$ cat config.mk
export PLATFORM = sky130hd
export DESIGN_NAME = rv_sync_fifo_flat
export DESIGN_NICKNAME = d
export VERILOG_FILES = /design/src/rtl/rv_fifo_pkg.sv /design/src/rtl/ready_valid_if.sv /design/src/rtl/rv_fifo_mem.sv /design/src/rtl/rv_sync_fifo.sv /design/src/flat_wrapper.sv
export SDC_FILE = /design/constraint.sdc
export NUM_CORES = 1
export LEC_CHECK = 0
export ABC_CLOCK_PERIOD_IN_PS = 3500
export CORE_ASPECT_RATIO = 1.25
export CORE_MARGIN = 4
export CORE_UTILIZATION = 27
export DETAILED_ROUTE_END_ITERATION = 16
export GPL_TIMING_DRIVEN = 0
export PLACE_DENSITY = 0.45
export SLEW_MARGIN = 20
export SYNTH_ARGS = -nofsm -noshare
export SYNTH_HDL_FRONTEND = slang
export SYNTH_HIERARCHICAL = 1
export SYNTH_SLANG_ARGS = --single-unit
$ cat constraint.sdc
create_clock -name clk -period 3.5 [get_ports clk]
set_input_delay 0.7 -clock clk [delete_from_list [all_inputs] [get_ports clk]]
set_output_delay 0.7 -clock clk [all_outputs]
set_load 0.02 [all_outputs]
$ cat src/rtl/rv_fifo_pkg.sv
// rtl/rv_fifo_pkg.sv - shared widths, pointer type and depth rules for rv_sync_fifo
package rv_fifo_pkg;

  localparam int unsigned MIN_DEPTH  = 2;
  localparam int unsigned MAX_ADDR_W = 16;

  // Index is sized for the largest supported FIFO; upper bits stay zero.
  typedef struct packed {
    logic                  wrap;
    logic [MAX_ADDR_W-1:0] idx;
  } fifo_ptr_t;

  function automatic int unsigned addr_width(input int unsigned depth);
    return (depth < 2) ? 1 : $clog2(depth);
  endfunction

  function automatic bit is_pow2(input int unsigned n);
    return (n != 0) && ((n & (n - 1)) == 0);
  endfunction

  function automatic fifo_ptr_t ptr_inc(input fifo_ptr_t p, input int unsigned depth);
    fifo_ptr_t r;
    r = p;
    if (32'(p.idx) == depth - 1) begin
      r.idx  = '0;
      r.wrap = ~p.wrap;
    end else begin
      r.idx = p.idx + MAX_ADDR_W'(1);
    end
    return r;
  endfunction

endpackage

$ cat src/rtl/ready_valid_if.sv
// rtl/ready_valid_if.sv - ready/valid stream link with sender and receiver views
interface ready_valid_if #(
  parameter int unsigned DATA_WIDTH = 8
);
  logic                  valid;
  logic                  ready;
  logic [DATA_WIDTH-1:0] data;

  modport master (output valid, output data, input ready);
  modport slave  (input valid, input data, output ready);
endinterface

$ cat src/rtl/rv_fifo_mem.sv
// rtl/rv_fifo_mem.sv - unreset storage array, one write port, one combinational read port
module rv_fifo_mem #(
  parameter int unsigned DATA_WIDTH = 8,
  parameter int unsigned DEPTH      = 8,
  parameter int unsigned ADDR_W     = 3
) (
  input  logic                  clk,
  input  logic                  we,
  input  logic [ADDR_W-1:0]     waddr,
  input  logic [DATA_WIDTH-1:0] wdata,
  input  logic [ADDR_W-1:0]     raddr,
  output logic [DATA_WIDTH-1:0] rdata
);

  logic [DATA_WIDTH-1:0] mem_q [DEPTH];

  always_ff @(posedge clk) begin
    if (we) begin
      mem_q[waddr] <= wdata;
    end
  end

  assign rdata = mem_q[raddr];

endmodule

$ cat src/rtl/rv_sync_fifo.sv
// rtl/rv_sync_fifo.sv - first-word fall-through ready/valid FIFO; RV_FIFO_WATERMARK_EN adds max_count
module rv_sync_fifo
  import rv_fifo_pkg::*;
#(
  parameter  int unsigned DATA_WIDTH = 8,
  parameter  int unsigned DEPTH      = 8,
  localparam int unsigned ADDR_W     = addr_width(DEPTH)
) (
  input  logic               clk,
  input  logic               reset_n,
  ready_valid_if.slave       in_if,
  ready_valid_if.master      out_if,
`ifdef RV_FIFO_WATERMARK_EN
  output logic [ADDR_W:0]    max_count,
`endif
  output logic [ADDR_W:0]    count
);

  if (!is_pow2(DEPTH) || DEPTH < MIN_DEPTH || ADDR_W > MAX_ADDR_W) begin : g_bad_depth
    $error("rv_sync_fifo: DEPTH must be a power of 2 and at least 2");
  end

  fifo_ptr_t        wr_ptr_q, wr_ptr_d;
  fifo_ptr_t        rd_ptr_q, rd_ptr_d;
  logic             empty, full, push, pop;
  logic [ADDR_W:0]  wr_lin, rd_lin;

  // Full/empty come from registered pointers only, so ready/valid never see the far side.
  always_comb begin
    empty    = (wr_ptr_q == rd_ptr_q);
    full     = (wr_ptr_q.wrap != rd_ptr_q.wrap) && (wr_ptr_q.idx == rd_ptr_q.idx);
    push     = in_if.valid && !full;
    pop      = out_if.ready && !empty;
    wr_ptr_d = push ? ptr_inc(wr_ptr_q, DEPTH) : wr_ptr_q;
    rd_ptr_d = pop  ? ptr_inc(rd_ptr_q, DEPTH) : rd_ptr_q;
    wr_lin   = {wr_ptr_q.wrap, wr_ptr_q.idx[ADDR_W-1:0]};
    rd_lin   = {rd_ptr_q.wrap, rd_ptr_q.idx[ADDR_W-1:0]};
  end

  always_ff @(posedge clk or negedge reset_n) begin
    if (!reset_n) begin
      wr_ptr_q <= '0;
      rd_ptr_q <= '0;
    end else begin
      wr_ptr_q <= wr_ptr_d;
      rd_ptr_q <= rd_ptr_d;
    end
  end

  assign in_if.ready  = !full;
  assign out_if.valid = !empty;
  assign count        = wr_lin - rd_lin;

`ifdef RV_FIFO_WATERMARK_EN
  logic [ADDR_W:0] count_d;
  logic [ADDR_W:0] max_count_q, max_count_d;

  always_comb begin
    count_d     = {wr_ptr_d.wrap, wr_ptr_d.idx[ADDR_W-1:0]} -
                  {rd_ptr_d.wrap, rd_ptr_d.idx[ADDR_W-1:0]};
    max_count_d = (count_d > max_count_q) ? count_d : max_count_q;
  end

  always_ff @(posedge clk or negedge reset_n) begin
    if (!reset_n) begin
      max_count_q <= '0;
    end else begin
      max_count_q <= max_count_d;
    end
  end

  assign max_count = max_count_q;
`endif

  rv_fifo_mem #(
    .DATA_WIDTH (DATA_WIDTH),
    .DEPTH      (DEPTH),
    .ADDR_W     (ADDR_W)
  ) u_mem (
    .clk   (clk),
    .we    (push),
    .waddr (wr_ptr_q.idx[ADDR_W-1:0]),
    .wdata (in_if.data),
    .raddr (rd_ptr_q.idx[ADDR_W-1:0]),
    .rdata (out_if.data)
  );

endmodule
$ cat src/flat_wrapper.sv
// flat-port wrapper written by rule: the top's interface ports become plain ports
module rv_sync_fifo_flat import rv_fifo_pkg::*;
#(
  parameter  int unsigned DATA_WIDTH = 8,
  parameter  int unsigned DEPTH      = 8,
  localparam int unsigned ADDR_W     = addr_width(DEPTH)
)
  (clk, reset_n, count, in_if_valid, in_if_data, in_if_ready, out_if_valid, out_if_data, out_if_ready);
  ready_valid_if #(.DATA_WIDTH(DATA_WIDTH)) in_if_i ();
  ready_valid_if #(.DATA_WIDTH(DATA_WIDTH)) out_if_i ();
  input  logic clk;
  input  logic reset_n;
  output logic [ADDR_W:0] count;
  input wire logic [$bits(in_if_i.valid)-1:0] in_if_valid;
  input wire logic [$bits(in_if_i.data)-1:0] in_if_data;
  output wire logic [$bits(in_if_i.ready)-1:0] in_if_ready;
  output wire logic [$bits(out_if_i.valid)-1:0] out_if_valid;
  output wire logic [$bits(out_if_i.data)-1:0] out_if_data;
  input wire logic [$bits(out_if_i.ready)-1:0] out_if_ready;
  assign in_if_i.valid = in_if_valid;
  assign in_if_i.data = in_if_data;
  assign in_if_ready = in_if_i.ready;
  assign out_if_valid = out_if_i.valid;
  assign out_if_data = out_if_i.data;
  assign out_if_i.ready = out_if_ready;
  rv_sync_fifo #(.DATA_WIDTH(DATA_WIDTH), .DEPTH(DEPTH)) u_core (.clk(clk), .reset_n(reset_n), .in_if(in_if_i), .out_if(out_if_i), .count(count));
endmodule
==> summary.md <==
| Metric | Value |
|---|---|
| Placement row count | `54` |
| Synth Area in Simple Gates | `11.6%` |
| Port Buffers | `24` |
| Initial antenna violation count | `0` |
| Worst-path fanout max | `10` |
| WP buf/inv | `3` |
| RSZ-0062 raised after global routing | `false` |
| Post-synthesis mux area share | `11.5%` |
| Hpwl dp | `7670 um` |
| Via count | `3156` |
| Total power | `3870 uW` |
| Critical Path Sink Type | `output pin` |
| Die height | `158 um` |
| Max-cap viol count | `0` |
| Final setup viols | `0` |
| Area grow syn2layout | `18.0%` |
| FF+latch count, synth | `98` |
| Drt pass-1 iters | `5` |
| Io pins | `26` |
| Largest net degree at the start of global routing | `26` |
| Crit path launch type | `flop` |
| Synth warn | `6` |
| Clock Path Buffers | `2` |
| Grt total ovfl | `0` |
| Synth Cell Area | `4860 um2` |
| Worst EP required | `2800 ps` |
| Layout Skew | `7.95 ps` |
| Reg2reg setup slack | `460 ps` |
| Net Count, Synth | `379` |
| Worst-Margin Slew | `1050 ps` |
| Final antenna-violating net count | `0` |
| Worst skew pair latency | `350 ps` |
| Vias in the first global route | `3097` |
| Clock period minus worst slack | `3310 ps` |
| Avg WL per Cell | `17.9 um` |
| CORE AREA | `17600 um2` |
| Compound-Gate Fraction of Synth Area | `9.65%` |
| Routed WL | `11300 um` |
| Post-synth cell types | `45` |
| Final hold slack | `217 ps` |
| Number of enable flip-flop cells after synthesis | `64` |
| CP max-delay cell | `clkdlybuf4s50_1` |
| H-tree levels | `3` |
| Max Fclk | `303 MHz` |
| Worst R2R End | `u_core/u_mem/mem_q[3][3]$_DFFE_PP_` |
| Total clock sinks | `98` |
| Critical Path Stages | `7` |
| Top delay family on crit path | `buffers and inverters` |
| Adder-cell share of the synthesized area | `1.70%` |
| First-pass GRT wire length | `17900 um` |
| Hold/Removal Path Class | `input pin to async pin` |
| Root Buffer | `clkbuf_16` |
| Worst EP arrival | `2610 ps` |
| Pwr dens | `675 nW/um2` |
| Setup Crit Path Kind | `flop to output pin` |
| Crit-path cells | `ha_1 -> nand3_1 -> nor3_1 -> and4bb_1 -> buf_6 -> inv_1 -> clkdlybuf4s50_1` |
| # diodes | `0` |
| Syn avg cell area | `13.5 um2` |
| Async set-or-reset flop fraction in the synthesized netlist | `34.7%` |
| Period utilization | `94.4%` |
| Cts bufs inserted | `9` |
| Commonest non-fill, non-tap cell in the layout | `edfxtp_1` |
| Worst R2R Start | `u_core/wr_lin[2]$_DFFE_PN0P_` |
| Initial Util | `27.7%` |
| DRC | `0` |
| Clock-pin slew on the worst setup and hold paths | `70 ps` |
| GRT Util Overall | `11.7%` |
| Reg2reg path depth | `9` |
| Peak VDD IR | `0.000303 V` |
| Fin nets | `420` |
| Xor and xnor area share after synthesis | `4.14%` |
| Syn Inst Count | `361` |
| Via/cell ratio | `5.00` |
| Final hold vios | `0` |
| CTS tree | `yes` |
| Crit-path max cell delay | `540 ps` |
| Hold_buf cts | `0` |
| Ys flop type | `edfxtp_1` |
| Most frequent cells in the layout | `edfxtp_1 (64), dfrtp_1 (31), clkdlybuf4s50_1 (23)` |
| RePlAce Congestion | `0.784` |
| DIE AREA | `20200 um2` |
| Max-slew headroom | `29.9%` |
| Max Slew Vio Count | `0` |
| Status | `completed` |
| Largest family of logic cells by synthesized area | `simple AND/OR/NAND/NOR gates` |
| Chip Width | `128 um` |
| Iteration-0 DRC Markers | `166` |
| Seq/Total Area, Yosys | `57.0%` |
| Leakage power | `0.00201 uW` |
| Layout cells sized above 1 | `16.7%` |
through the flow:
| stage | utilization [%] | TNS [ps] | setup WS (ps) | area, um2 | cells |
|---|---|---|---|---|---|
| after CTS | 32.5 | 0 | 65.4 | 5710 | 628 |
| after detailed placement | 30.9 | 0 | 303 | 5420 | 612 |
| after global placement | 30.6 | -202 | -26.0 | 5380 | 609 |
| after floorplan | - | 0 | 891 | 4860 | 361 |
| final | 32.7 | 0 | 195 | 5740 | 631 |
| after global routing | 32.7 | 0 | 0.525 | 5740 | 631 |
worst reg2reg max path, delay by kind of cell, from the launching register on:
| family | cells | cell delay, ps |
|---|---|---|
| flip-flops | 1 | 500 |
| adder cells (fa/ha/maj) | 1 | 390 |
| AND/OR/NAND/NOR | 6 | 1450 |
| buffers and inverters | 2 | 320 |
where the power goes:
group          switching, uW  internal (uW)  total (uW)
clock                    464            495         958
combinational            748            616        1360
sequential               139           1410        1550
what timing repair did:
item	4_1_cts	5_1_grt
gates cloned	0	0
setup endpoints to repair	8	1
buffers inserted	0	3
gates resized for setup	1	3
registers in the layout (all words and copies together) (netlist names):
name / count
u_core/rd_lin: 4
u_core/rd_ptr_q: 13
u_core/u_mem/mem_q: 64
u_core/wr_lin: 4
u_core/wr_ptr_q: 13
final cells by class:
cell class                 count  area, um2
multi-input combinational    226       1890
fill                        1773      11800
inverter                      12       45.0
sequential                    98       2780
buffer                        25        168
clock buffer                   9        225
tap                          224        280
timing repair buffer          30        293
clock inverter                 7       63.8
per-layer routing:
metal	GRT usage, %	share of wire (%)	vias to the layer above
met2	19.3	50	59
met5	0	0	-
met3	1.82	2.9	10
li1	-	-	1488
met4	4.10	1.4	0
met1	15.7	46	1599
worst max-delay path by stage:
stage	slack [ps]	from	to
CTS	70	u_core/wr_lin[0]$_DFFE_PN0P_	out_if_valid
global placement	-30	u_core/wr_lin[0]$_DFFE_PN0P_	u_core/u_mem/mem_q[0][7]$_DFFE_PP_
finish	190	u_core/wr_lin[2]$_DFFE_PN0P_	out_if_valid
floorplan	890	u_core/wr_lin[0]$_DFFE_PN0P_	u_core/u_mem/mem_q[4][0]$_DFFE_PP_
detailed placement	300	u_core/rd_lin[2]$_DFFE_PN0P_	out_if_data[3]
global route	0.5	u_core/wr_lin[2]$_DFFE_PN0P_	out_if_valid
cells in the mapped netlist, types with 6 or more instances:
cell / number / area [um2]
mux2_2: 10 / 113
xor2_1: 12 / 105
inv_1: 11 / 41.3
nor2_1: 21 / 78.8
clkbuf_1: 6 / 22.5
buf_2: 9 / 45.0
nand4_1: 6 / 37.5
xnor2_1: 11 / 96.3
o21ai_0: 16 / 80.1
nand3_1: 15 / 75.1
dfrtp_1: 34 / 851
mux4_1: 15 / 394
o31ai_1: 21 / 158
edfxtp_1: 64 / 1920
nor4_1: 8 / 50.1
nor3_1: 13 / 65.1
nand2_1: 15 / 56.3
o21ai_1: 12 / 60.1
cells by family (layout without fill, tap and decap cells):
| group | Yosys count | count (layout) |
|---|---|---|
| adder cells (fa/ha/maj) | 6 | 6 |
| buffers and inverters | 37 | 83 |
| flip-flops | 98 | 98 |
| AND/OR/NAND/NOR | 102 | 102 |
| multiplexers | 28 | 28 |
| AO/OA/AOI/OAI | 67 | 67 |
| XOR/XNOR | 23 | 23 |
(Power assumes the default switching activity.)
==> edit 1 (same flow settings) <==
Put a register stage on the output `count`, with the module's reset. The value now appears one clock later. The other outputs are not delayed to match.
--- a/src/rtl/rv_sync_fifo.sv
+++ b/src/rtl/rv_sync_fifo.sv
@@ -50,5 +50,11 @@
   assign in_if.ready  = !full;
   assign out_if.valid = !empty;
-  assign count        = wr_lin - rd_lin;
+  always_ff @(posedge clk or negedge reset_n) begin
+    if (!reset_n) begin
+      count <= '0;
+    end else begin
+      count <= wr_lin - rd_lin;
+    end
+  end
 
 `ifdef RV_FIFO_WATERMARK_EN
Function: changed (a bounded check fails within 4 cycles, from zero or initial values and one cycle with reset_n low).
==> edit 1 against the unedited design <==
  * Synthesized area down 0.44%
  * Power down 0.45%
  * Clock power up 12%
  * Sequential cell count up 4
  * Routed wire length down 1.7%
  * Sequential share of layout area up 1.7 points
  * Design area about the same
  * Worst setup slack worse by 0.068 ns
  * Critical path type unchanged
  * Critical endpoint is now in_if_ready
==> edit 1: results (changes against the unedited design) <==
[pwr]
pwr-share-clk=0.278  ; +0.031
peakVddDrop_mv=0.254  ; -16%
power_density_mw_per_mm2=672  ; -0.41%
p_seq_frac=0.419  ; +0.019

[global_routing]
grt_pass1_vias=3178  ; +2.6%
grt_pass1_wl_um=17700  ; -0.92%
grtUsageMet1=0.152  ; -0.00451
gr-usage-met3=0.0196  ; +0.00135
grt_usage=0.115  ; -0.00237
grt_max_degree=22  ; -15%

[yosys]
synth_compound_area_frac=0.0853  ; -0.0112
synthesis.nets=374  ; -1.3%
yosys-top-cells-count=edfxtp_1 (64), dfrtp_1 (38), o21ai_0 (29)
async_flop_share=0.373  ; +0.0256
synth_mux_area_frac=0.109  ; -0.00570
synth_xor_area_frac=0.0434  ; +0.00199
synth.avg_cell_area_um2=13.6  ; +0.96%
synthAdderAreaFrac=0.0171  ; +0.0000747
synth_cell_types=47  ; +4.4%

[critical_path]
cp_top_family=simple AND/OR/NAND/NOR gates
worstSetupEndpoint=in_if_ready
slowest_delay_ns=0.50  ; -0.04 ns
arrival_ns=2.67  ; +0.06 ns
rrSetupSlack_ns=0.57  ; +0.11 ns
r2r_end=u_core/u_mem/mem_q[1][6]$_DFFE_PP_
r2r-start=u_core/wr_lin[0]$_DFFE_PN0P_

[cells_and_area]
drive_above_1_share=0.130  ; -0.0371
nMultiInputCombCells=221  ; -2.2%
area_delta_synth_final_pct=18.5
num-fill-cells=1759  ; -0.79%
seq_cells=102  ; +4.1%
layout.nonclk_buf_frac=0.0720  ; -0.00825
clk_share=0.0550  ; +0.00460
buffers=50  ; -9.1%
finish.instance_area_mm2=0.00574  ; about the same
n_all_inverters=11  ; -1
clock_buffers=10  ; +1

[detailed_routing]
wl_met2_um=5350  ; -4.9%
finalWirelength_um=11100  ; -1.7%
met1_length_um=5120  ; -1.7%
vias_per_cell=4.95  ; -1.1%
wl_met3_um=376  ; +16%
drtPass1Iterations=4  ; -1

[status]
status=complete, no violations

[placement]
port_buffers=25  ; +4.2%
hpwl_um=7600  ; -1.0%
place_ws_ns=0.184  ; -0.119 ns

[timing]
slew_headroom=0.275  ; -0.0247
min_period_ns=3.37  ; +0.0684 ns

edit 1: worst min-delay path by stage:
stage / endpoint / startpoint / cells past startpoint / slack (ns)
floorplan: u_core/count[0]$_DFF_PN0_ / reset_n / 0 / 0.40
detailed placement: u_core/wr_lin[3]$_DFFE_PN0P_ / u_core/wr_lin[3]$_DFFE_PN0P_ / 1 / 0.54
global placement: u_core/rd_lin[3]$_DFFE_PN0P_ / u_core/rd_lin[3]$_DFFE_PN0P_ / 1 / 0.53
finish: u_core/rd_ptr_q[8]$_DFFE_PN0P_ / reset_n / 1 / 0.30
global route: u_core/rd_ptr_q[10]$_DFFE_PN0P_ / reset_n / 1 / 0.34
CTS: u_core/rd_ptr_q[10]$_DFFE_PN0P_ / reset_n / 1 / 0.31
edit 1: timing repair:
| item | 4_1_cts | 5_1_grt |
|---|---|---|
| gates resized for setup | 3 | 2 |
| setup endpoints to repair | 1 | 8 |
| hold endpoints to repair | 0 | 0 |
==> edit 2 (same settings) <==
Made on the original files. `DATA_WIDTH` is set to 8 in 4 places; all go to 10.
--- a/src/rtl/ready_valid_if.sv
+++ b/src/rtl/ready_valid_if.sv
@@ -1,5 +1,5 @@
 // rtl/ready_valid_if.sv - ready/valid stream link with sender and receiver views
 interface ready_valid_if #(
-  parameter int unsigned DATA_WIDTH = 8
+  parameter int unsigned DATA_WIDTH = 10
 );
   logic                  valid;
--- a/src/rtl/rv_fifo_mem.sv
+++ b/src/rtl/rv_fifo_mem.sv
@@ -1,5 +1,5 @@
 // rtl/rv_fifo_mem.sv - unreset storage array, one write port, one combinational read port
 module rv_fifo_mem #(
-  parameter int unsigned DATA_WIDTH = 8,
+  parameter int unsigned DATA_WIDTH = 10,
   parameter int unsigned DEPTH      = 8,
   parameter int unsigned ADDR_W     = 3
--- a/src/rtl/rv_sync_fifo.sv
+++ b/src/rtl/rv_sync_fifo.sv
@@ -3,5 +3,5 @@
   import rv_fifo_pkg::*;
 #(
-  parameter  int unsigned DATA_WIDTH = 8,
+  parameter  int unsigned DATA_WIDTH = 10,
   parameter  int unsigned DEPTH      = 8,
   localparam int unsigned ADDR_W     = addr_width(DEPTH)
--- a/src/flat_wrapper.sv
+++ b/src/flat_wrapper.sv
@@ -2,5 +2,5 @@
 module rv_sync_fifo_flat import rv_fifo_pkg::*;
 #(
-  parameter  int unsigned DATA_WIDTH = 8,
+  parameter  int unsigned DATA_WIDTH = 10,
   parameter  int unsigned DEPTH      = 8,
   localparam int unsigned ADDR_W     = addr_width(DEPTH)
Interface: changed (resized in_if_data and out_if_data); port bits go from 26 to 30. No check against the original RTL was run, so the function may have changed too.
==> edit 2 against the unedited design <==
  * Via count increased by 9.2%
  * Critical path type unchanged
  * Highest routed layer unchanged
  * Routed wire length is 9.8% higher
  * Maximum frequency down 1.4%
  * Power increased by 30%
  * Cell count up 13%
  * First-iteration DRC count grew 17%
  * Design area up 18%
  * Worst setup slack got worse by 0.046 ns
  * Sequential cell count rose by 16
  * Synthesized area rose by 12%
  * Synthesized cell count is 6.1% higher
==> edit 2: results (changes against the unedited design) <==
[status]
status=complete, no violations

[clocking]
post_cts_resized=0  ; -1
clk_latency_ns=0.41  ; +0.06 ns
cts_buffers=17  ; +8
cts.reportedPaths.clkPinSlew_ns=0.05  ; -0.02 ns

[pwr]
internal_power_mw=3.50  ; +39%
power_leakage_nw=2.36  ; +18%
pg_clk_mw=1.78  ; +86%
pg_seq_mw=1.80  ; +16%
peakVddDrop_mv=0.388  ; +28%
swShare=0.308  ; -0.0413

[placement]
port_buffers=28  ; +17%
place_inst=679  ; +11%
gp_congestion=0.791  ; +0.94%
placed_cell_area_mm2=0.00614  ; +13%
place_ws_ns=0.429  ; +0.126 ns

[yosys]
synth-seq-area-share=0.596  ; +0.0251
synthesis.nets=403  ; +6.3%
ys_top_cells_by_area=edfxtp_1 (44%), dfrtp_1 (16%), mux4_1 (9.6%)
async_flop_share=0.298  ; -0.0487

[global_routing]
grt_pass1_vias=3536  ; +14%
grt_pass1_wl_um=19700  ; +10%
grt_usage=0.115  ; -0.00218
gr-usage-met3=0.0317  ; +0.0135
grtUsageMet1=0.148  ; -0.00834

[die]
die_w_um=135  ; +5.6%

[timing]
fin_skew_ns=0.00654  ; -0.00141 ns
hold_ws_ns=0.253  ; +0.0355 ns
setup_slack_ns=0.149  ; -0.0461 ns
slew_headroom=0.453  ; +0.153

[cells_and_area]
nets=453  ; +7.9%
drive_above_1_share=0.188  ; +0.0213
top_regs=u_core/u_mem/mem_q (80), u_core/rd_ptr_q (13), u_core/wr_ptr_q (13)

[detailed_routing]
drt_iter0_markers=194  ; +17%
vias_per_cell=4.85  ; -3.1%
vias=3447  ; +9.2%
wire_per_inst_um=17.5  ; -2.5%
drtPass1Iterations=4  ; -1
wl_met3_um=467  ; +45%
met1_length_um=5600  ; +7.5%

[critical_path]
arrival_ns=2.65  ; +0.04 ns
r2r_end=u_core/u_mem/mem_q[0][7]$_DFFE_PP_
cp-startpoint=u_core/rd_lin[2]$_DFFE_PN0P_

## edit 2: cell count changes in the layout (fill, tap and decap cells not counted), sizes merged
cell           change
buf                -4
clkinvlp           +1
mux2               +2
clkinv             +4
edfxtp            +16
clkbuf            +10
clkdlybuf4s50      +4
inv                -2
mux4               +4
bufinv             +4
## edit 2: cell type report
cell class	count	area (um2)
clock buffers	18	429
repair buffers	31	325
inverters	12	45.0
well taps	265	332
multi-input cells	232	2030
flip-flops and latches	114	3260
fillers	1955	12900
plain buffers	25	156
clock inverters	14	189
## edit 2: cell families after synthesis
kind of cell,Yosys count,share of synthesized area
mux,34,0.126
xor+xnor,23,0.0369
flops,114,0.596
simple gates,102,0.103
compound gates,67,0.0859
buf+inv,37,0.0369
fa+ha+maj,6,0.0151
## edit 2: critical path, cell delays in order (launching register included)
cell	delay (ns)
dfrtp_2	0.44
clkbuf_1	0.56
mux4_1	0.41
mux2_2	0.29
clkdlybuf4s50_1	0.54
